--- config.mk ---
export PLATFORM = sky130hd
export DESIGN_NAME = div
export DESIGN_NICKNAME = d
export VERILOG_FILES = /design/src/rtl/div.sv
export SDC_FILE = /design/constraint.sdc
export NUM_CORES = 1
export LEC_CHECK = 0
export CAP_MARGIN = 10
export CORE_ASPECT_RATIO = 0.8
export CORE_MARGIN = 2
export CORE_UTILIZATION = 34
export DETAILED_ROUTE_END_ITERATION = 16
export RECOVER_POWER = 50
export SLEW_MARGIN = 10
export SYNTH_ARGS = -nofsm -noshare
export SYNTH_HDL_FRONTEND = slang
export SYNTH_SLANG_ARGS = --single-unit
--- constraint.sdc ---
create_clock -name clk -period 3 [get_ports clk]
set_input_delay 0.3 -clock clk [delete_from_list [all_inputs] [get_ports clk]]
set_output_delay 0.3 -clock clk [all_outputs]
set_load 0.05 [all_outputs]
--- src/rtl/div.sv ---
// Multi-cycle restoring divider (32/32 -> 32 quotient, 32 remainder), signed or unsigned.
// Optional macro DIV_SPECIAL_FAST_EN: divide-by-zero and signed overflow finish in one cycle.
module div (
  input  logic        clk,
  input  logic        rst,
  input  logic        signed_div_i,
  input  logic [31:0] opdata1_i,
  input  logic [31:0] opdata2_i,
  input  logic        start_i,
  input  logic        annul_i,
  output logic [63:0] result_o,
  output logic        ready_o
);

  localparam int unsigned W  = 32;
  localparam int unsigned CW = 6;

  typedef enum logic [1:0] {DivFree, DivByZero, DivOn, DivEnd} state_t;

  state_t         state;
  logic [CW-1:0]  cnt;
  logic [W-1:0]   divisor;
  logic [W-1:0]   quo;
  logic [W-1:0]   rem;
  logic [W-1:0]   dividend_orig;
  logic           neg_quo;
  logic           neg_rem;
  logic           special_zero;
  logic           special_ovf;

  logic           a_neg;
  logic           b_neg;
  logic [W-1:0]   a_mag;
  logic [W-1:0]   b_mag;
  logic           op_zero;
  logic           op_ovf;
  logic [W:0]     shifted;
  logic           ge;
  logic [W-1:0]   rem_next;
  logic [W-1:0]   quo_next;
  logic [W-1:0]   q_fix;
  logic [W-1:0]   r_fix;
  logic [2*W-1:0] final_result;

  // Operand conditioning and special-case detection at acceptance.
  always_comb begin
    a_neg   = signed_div_i & opdata1_i[W-1];
    b_neg   = signed_div_i & opdata2_i[W-1];
    a_mag   = a_neg ? W'(-opdata1_i) : opdata1_i;
    b_mag   = b_neg ? W'(-opdata2_i) : opdata2_i;
    op_zero = (opdata2_i == '0);
    op_ovf  = signed_div_i && (opdata1_i == 32'h8000_0000) && (opdata2_i == 32'hFFFF_FFFF);
  end

  // One restoring step: dividend bits shift out of quo into rem, quotient bits shift in.
  always_comb begin
    shifted  = {rem, quo[W-1]};
    ge       = (shifted >= {1'b0, divisor});
    rem_next = ge ? W'(shifted - {1'b0, divisor}) : shifted[W-1:0];
    quo_next = {quo[W-2:0], ge};
  end

  // Sign correction plus fixed results for the special cases.
  always_comb begin
    q_fix = neg_quo ? W'(-quo) : quo;
    r_fix = neg_rem ? W'(-rem) : rem;
    if (special_zero)
      final_result = {dividend_orig, 32'hFFFF_FFFF};
    else if (special_ovf)
      final_result = {32'h0000_0000, 32'h8000_0000};
    else
      final_result = {r_fix, q_fix};
  end

  always_ff @(posedge clk) begin
    if (rst) begin
      state         <= DivFree;
      cnt           <= '0;
      ready_o       <= 1'b0;
      result_o      <= '0;
      divisor       <= '0;
      quo           <= '0;
      rem           <= '0;
      dividend_orig <= '0;
      neg_quo       <= 1'b0;
      neg_rem       <= 1'b0;
      special_zero  <= 1'b0;
      special_ovf   <= 1'b0;
    end else begin
      case (state)
        DivFree: begin
          ready_o <= 1'b0;
          if (start_i && !annul_i) begin
            quo           <= a_mag;
            rem           <= '0;
            divisor       <= b_mag;
            dividend_orig <= opdata1_i;
            neg_quo       <= a_neg ^ b_neg;
            neg_rem       <= a_neg;
            special_zero  <= op_zero;
            special_ovf   <= op_ovf;
            cnt           <= '0;
`ifdef DIV_SPECIAL_FAST_EN
            state         <= (op_zero || op_ovf) ? DivByZero : DivOn;
`else
            state         <= DivOn;
`endif
          end
        end
`ifdef DIV_SPECIAL_FAST_EN
        DivByZero: begin
          if (annul_i || !start_i) begin
            state <= DivFree;
          end else begin
            result_o <= final_result;
            ready_o  <= 1'b1;
            state    <= DivEnd;
          end
        end
`endif
        DivOn: begin
          if (annul_i || !start_i) begin
            state <= DivFree;
          end else if (cnt != CW'(W)) begin
            quo <= quo_next;
            rem <= rem_next;
            cnt <= cnt + CW'(1);
          end else begin
            result_o <= final_result;
            ready_o  <= 1'b1;
            state    <= DivEnd;
          end
        end
        DivEnd: begin
          if (!start_i) begin
            ready_o <= 1'b0;
            state   <= DivFree;
          end
        end
        default: begin
          ready_o <= 1'b0;
          state   <= DivFree;
        end
      endcase
    end
  end

endmodule

# --- Yosys cells after proc, flatten, opt, wreduce, memory -nomap -nowiden ---
# Index checks and enable logic that the tools add are counted.
# W data, S select, Z words.
op_classes:
  magnitude_cmp: 1
  mux: 28
  n_reduce_logical: 14
  n_eq_ne: 11
  bitwise_logic: 5
  add_sub_neg: 6
ops:
  columns: ["cell", "n"]
  rows:
  - ["$mux W32", 11]
  - ["$mux W64", 2]
  - ["$neg A32 Y32", 4]
  - ["$pmux W32 S2", 2]
  - ["$eq A32 B32 Y1 const B", 2]
  - ["$ge A33 B32 Y1", 1]
  - ["$logic_not A32 Y1", 1]
  - ["$sub A32 B32 Y32", 1]
  - ["$mux W6", 3]
  - ["$pmux W6 S2", 1]
  - ["$ne A2 B2 Y1 const B", 5]
  - ["$reduce_and A3 Y1", 3]
  - ["$mux W2", 4]
  - ["$add A6 B1 Y6 const B", 1]
  - ["$ne A6 B6 Y1 const B", 1]
  - ["$pmux W2 S3", 1]
  - ["$eq A2 B2 Y1 const B", 2]
  - ["$reduce_and A4 Y1", 1]
  - ["$logic_and A1 B1 Y1", 3]
  - ["$mux W1", 3]
  - ["$ne A3 B3 Y1 const B", 1]
  - ["$and A1 B1 Y1", 2]
  - ["$logic_not A1 Y1", 2]
  - ["$logic_not A2 Y1", 1]
  - ["other kinds (6)", 7]
totals:
  in_bits: 69
  reg_bits: 205

# --- Logic depth before layout (Yosys ltp) ---
logic_depth:
  ltp_word: 5
  depth_mapped: 12
  depth_no_buf: 12

# --- Worst setup path before layout ---
# No wires, ideal clock.
synth_path:
  path_kind: "flip-flop to flip-flop"
  start: "reg rem[17]"
  end: "reg rem[23]"
  path_buffers: 2
  stages_incl_launch_ff: 12
  path_slack_ps: 155
  t_arrival_ps: 2718
  cell_sequence: "dfxtp_1 > ha_1 > clkbuf_1 > a21oi_1 > o21ai_1 > a22oi_1 > a21oi_1 > a2111oi_4 > and2_1 > buf_2 > nor4_1 > or3_1"
synth_between:
  elab_chain_len: 5
synth_rtl:
  columns: ["element", "line", "source"]
  rows:
  - ["start: declaration", "24", "logic [W-1:0] rem;"]
  - ["start signal: assignment", "126", "rem <= rem_next;"]
  - ["$sub A32 B32 Y32 or $ge A33 B32 Y1 (tied branches)", "59, 58", null]
  - ["$mux W32 (*)", "59", "rem_next = ge ? W'(shifted - {1'b0, divisor}) : shifted[W-1:0];"]
  - ["$mux W32 (*)", "124", "end else if (cnt != CW'(W)) begin"]
  - ["$mux W32 (*)", "122", "if (annul_i || !start_i) begin"]
  - ["$pmux W32 S2 (*)", "90", "case (state)"]
# Every way passes the cells marked *; elsewhere a longest branch is shown, timed or not. The select of a mux whose other input is x is not followed.
# A chain may end at the register's enable or synchronous reset.

# --- Final worst setup path ---
layout_path:
  start: "reg quo[31]"
  end: "reg rem[30]"
layout_between:
  elab_chain_len: 5
layout_rtl:
  columns: ["element", "line", "source"]
  rows:
  - ["start: declaration", "23", "logic [W-1:0] quo;"]
  - ["start signal: assignment", "94", "quo <= a_mag;"]
  - ["start signal: assignment", "125", "quo <= quo_next;"]
  - ["$sub A32 B32 Y32 or $ge A33 B32 Y1 (tied branches)", "59, 58", null]
  - ["$mux W32 (*)", "59", null]
  - ["$mux W32 (*)", "124", null]
  - ["$mux W32 (*)", "122", null]
  - ["$pmux W32 S2 (*)", "90", null]
# Marked as above.

==> results.json <==
{
  "slew_headroom": 0.125,
  "cts_root_buf": "clkbuf_16",
  "start_util": 0.347,
  "synth_edf_count": 0,
  "setup_slack_ns": 0.152,
  "crit_arrival_ns": 3.28,
  "final_cells": 2319,
  "ys_async_sr_fraction": 0,
  "cts_setup_buffers": 0,
  "numPortBuffers": 133,
  "finalHoldViolations": 0,
  "rows": 62,
  "period_minus_slack_ns": 2.85,
  "max_cap_viol_count": 0,
  "cts_inserted_buffers": 24,
  "yosys_warnings": 0,
  "drt_wl_total_mm": 42.1,
  "power_leakage_nw": 6.24,
  "crit_top_cell": "inv_1",
  "synth_area_mm2": 0.0125,
  "status": "completed",
  "power_mw": 7.28,
  "swShare": 0.272,
  "grt_start_max_net_pins": 75,
  "syn_to_final_growth_pct": 27.7,
  "hold_buffers": 0,
  "seqPwrFrac": 0.394,
  "max_freq_mhz": 351,
  "antenna_cells": 0,
  "path_delay_family": "compound AO/OA/AOI/OAI gates",
  "gp_congestion": 0.887,
  "antenna_found_initial": 0,
  "vias": 12700,
  "power.share.combinational": 0.162,
  "drt_first_iter_violations": 1019,
  "tightest_slew_ns": 1.31,
  "dr.pass1.iters": 5,
  "peakVddDrop_v": 0.000387,
  "synth_ff_type": "dfxtp_1",
  "whs_ns": 0.443,
  "synth_top_area_share": 0.328,
  "synth_area_leaders": "dfxtp_1 (33%), xnor2_1 (6.7%), nor2_1 (6.2%)",
  "detail-route-antenna-nets": 0,
  "syn_inst": 1638,
  "layout-drive-gt1-share": 0.113,
  "path_max_fanout": 3,
  "grt_pass1_wl_mm": 65.8,
  "pre_cts_ws_ns": -0.0138,
  "dp_cells": 2274,
  "hold_class": "primary input to flip-flop",
  "rsz0062_at_grt": "true",
  "yosys.area.top_type": "dfxtp_1",
  "power_frac_clock": 0.444,
  "path_class": "flip-flop to flip-flop",
  "wl_per_cell_um": 18.2,
  "nets": 1930,
  "clock_latency_ns": 0.54,
  "gr-total-overflow": 0,
  "grt_pass1_vias": 11700,
  "path_cells": "inv_1, ha_1, inv_1, fa_1, a21oi_2, a2bb2oi_2, a21boi_0, a311oi_1, buf_4, a21oi_1, a221oi_2, mux2i_1, nand2_1",
  "die_y_um": 176,
  "cts.reportedPaths.clkPinSlew_ns": 0.07,
  "cts_tree": "yes",
  "synth_seq_area_share": 0.328,
  "crit_path_start_kind": "flip-flop",
  "core_mm2": 0.0361,
  "yosysUniqueCellTypes": 66,
  "worstPathBufferInverterCount": 3,
  "grtUsageTotal": 0.215,
  "setup_viol": 0,
  "cts.sinks": 205,
  "slew_violations": 0,
  "fin_area_mm2": 0.0160,
  "postPlaceCellArea_mm2": 0.0151,
  "design.die.area_mm2": 0.0383,
  "p_int_mw": 5.30,
  "netlist_top_cells_count": "dfxtp_1 (205), nor2_1 (205), nand2_1 (176)",
  "syn_area_per_cell_um2": 7.63,
  "dp_hpwl_mm": 32.3,
  "crit_slowest_cell": "fa_1",
  "cts-htree-levels": 1,
  "clk_path_buf_depth": 3,
  "power_density_mw_per_mm2": 456,
  "ys_ff_latch": 205,
  "power.switching_mw": 1.98,
  "drc_errors": 0,
  "crit_required_ns": 3.43,
  "max_stage_delay_ns": 0.40,
  "finalCritPeriodShare": 0.949,
  "viasPerCell": 5.46,
  "io_pins": 134,
  "chipWidth_um": 218,
  "skew_ns": 0.0210,
  "cp-end-kind": "flip-flop",
  "syn-num-nets": 1747,
  "r2r_slack_ns": 0.15
}
state kept, by name, indices dropped and copies added, names as in the netlist:
| name | count |
|---|---|
| cnt | 6 |
| dividend_orig | 32 |
| divisor | 32 |
| neg_quo | 1 |
| neg_rem | 1 |
| quo | 32 |
| ready_o | 1 |
| rem | 32 |
| result_o | 64 |
| special_ovf | 1 |
| special_zero | 1 |
| state | 2 |
power by group through the flow:
stage / combinational [mW] / sequential (mW) / clock (mW)
floorplan: 0.691 / 2.90 / 0
global placement: 1.15 / 2.93 / 0
detailed placement: 1.15 / 2.93 / 0
CTS: 1.16 / 2.87 / 3.30
global route: 1.29 / 2.88 / 3.42
finish: 1.18 / 2.87 / 3.23
per-stage QoR:
stage               setup TNS [ns]  utilization
floorplan                        0            -
global placement           -0.0256        0.419
detailed placement         -0.0311        0.419
CTS                              0        0.444
global route               -0.0192        0.443
finish                           0        0.443
layer usage:
| metal | part of all wire | up-vias | global-route usage | wire length, µm |
|---|---|---|---|---|
| li1 | - | 6260 | - | - |
| met4 | 0.020 | 0 | 0.0530 | 859 |
| met1 | 0.50 | 5975 | 0.328 | 21200 |
| met2 | 0.42 | 374 | 0.313 | 17600 |
| met3 | 0.059 | 44 | 0.0317 | 2480 |
| met5 | 0 | - | 0 | 0 |
worst min-delay path, delay by kind of cell:
| kind | cells | cell delay, ns |
|---|---|---|
| buffers and inverters | 1 | 0.48 |
| and+or+nand+nor | 1 | 0.09 |
| AOI/OAI and AO/OA | 1 | 0.05 |
worst paths after layout:
check	cells after the start	endpoint	start
worst max-delay path	13	rem[30]	quo[31]
worst min-delay path	3	dividend_orig[15]	opdata1_i[15]
worst max register to register	13	rem[30]	quo[31]
worst min register to register	2	result_o[58]	result_o[58]
cell type report:
| class | instances | area [µm²] |
|---|---|---|
| fill | 3621 | 20100 |
| clock buffer | 32 | 712 |
| clock inverter | 12 | 166 |
| tap | 480 | 601 |
| timing repair buffer | 270 | 2390 |
| sequential | 205 | 4110 |
| multi-input combinational | 1261 | 7780 |
| inverter | 59 | 221 |
logic make-up (layout without fill, tap and decap cells):
logic type / after synthesis / count (layout) / share of synthesized area
adders and majority gates: 40 / 40 / 0.0406
buffers and inverters: 172 / 373 / 0.0527
muxes: 14 / 14 / 0.0112
DFF: 205 / 205 / 0.328
and+or+nand+nor: 603 / 603 / 0.221
AOI/OAI and AO/OA: 458 / 458 / 0.245
xor gates and xnor gates: 146 / 146 / 0.102
placed cells by master (no fill, tap or decap), types with 8 or more instances in the layout:
master	count
nor3_1	87
nand2b_1	11
ha_1	39
o31ai_1	27
a31oi_1	10
o41ai_1	19
a221oi_1	26
a32oi_1	8
inv_1	58
or3_1	11
clkdlybuf4s50_1	67
nand4_1	25
nor4_1	12
dfxtp_1	204
a21oi_1	136
buf_4	127
clkbuf_16	25
mux2i_1	14
a211oi_1	78
o21bai_1	14
xor2_1	51
nand2_1	175
a32o_1	10
o21ai_1	23
nor2_1	203
nand3_1	25
xnor2_1	95
nor2b_1	11
o21ai_0	57
or4_1	11
dlygate4sd3_1	65
timing repair:
item	in CTS	in global routing
gates cloned	0	0
endpoints found under the hold margin	0	0
endpoints found under the setup margin	1	16
pin swaps	0	1
gates resized for setup	1	6
(Power assumes the default switching activity.)
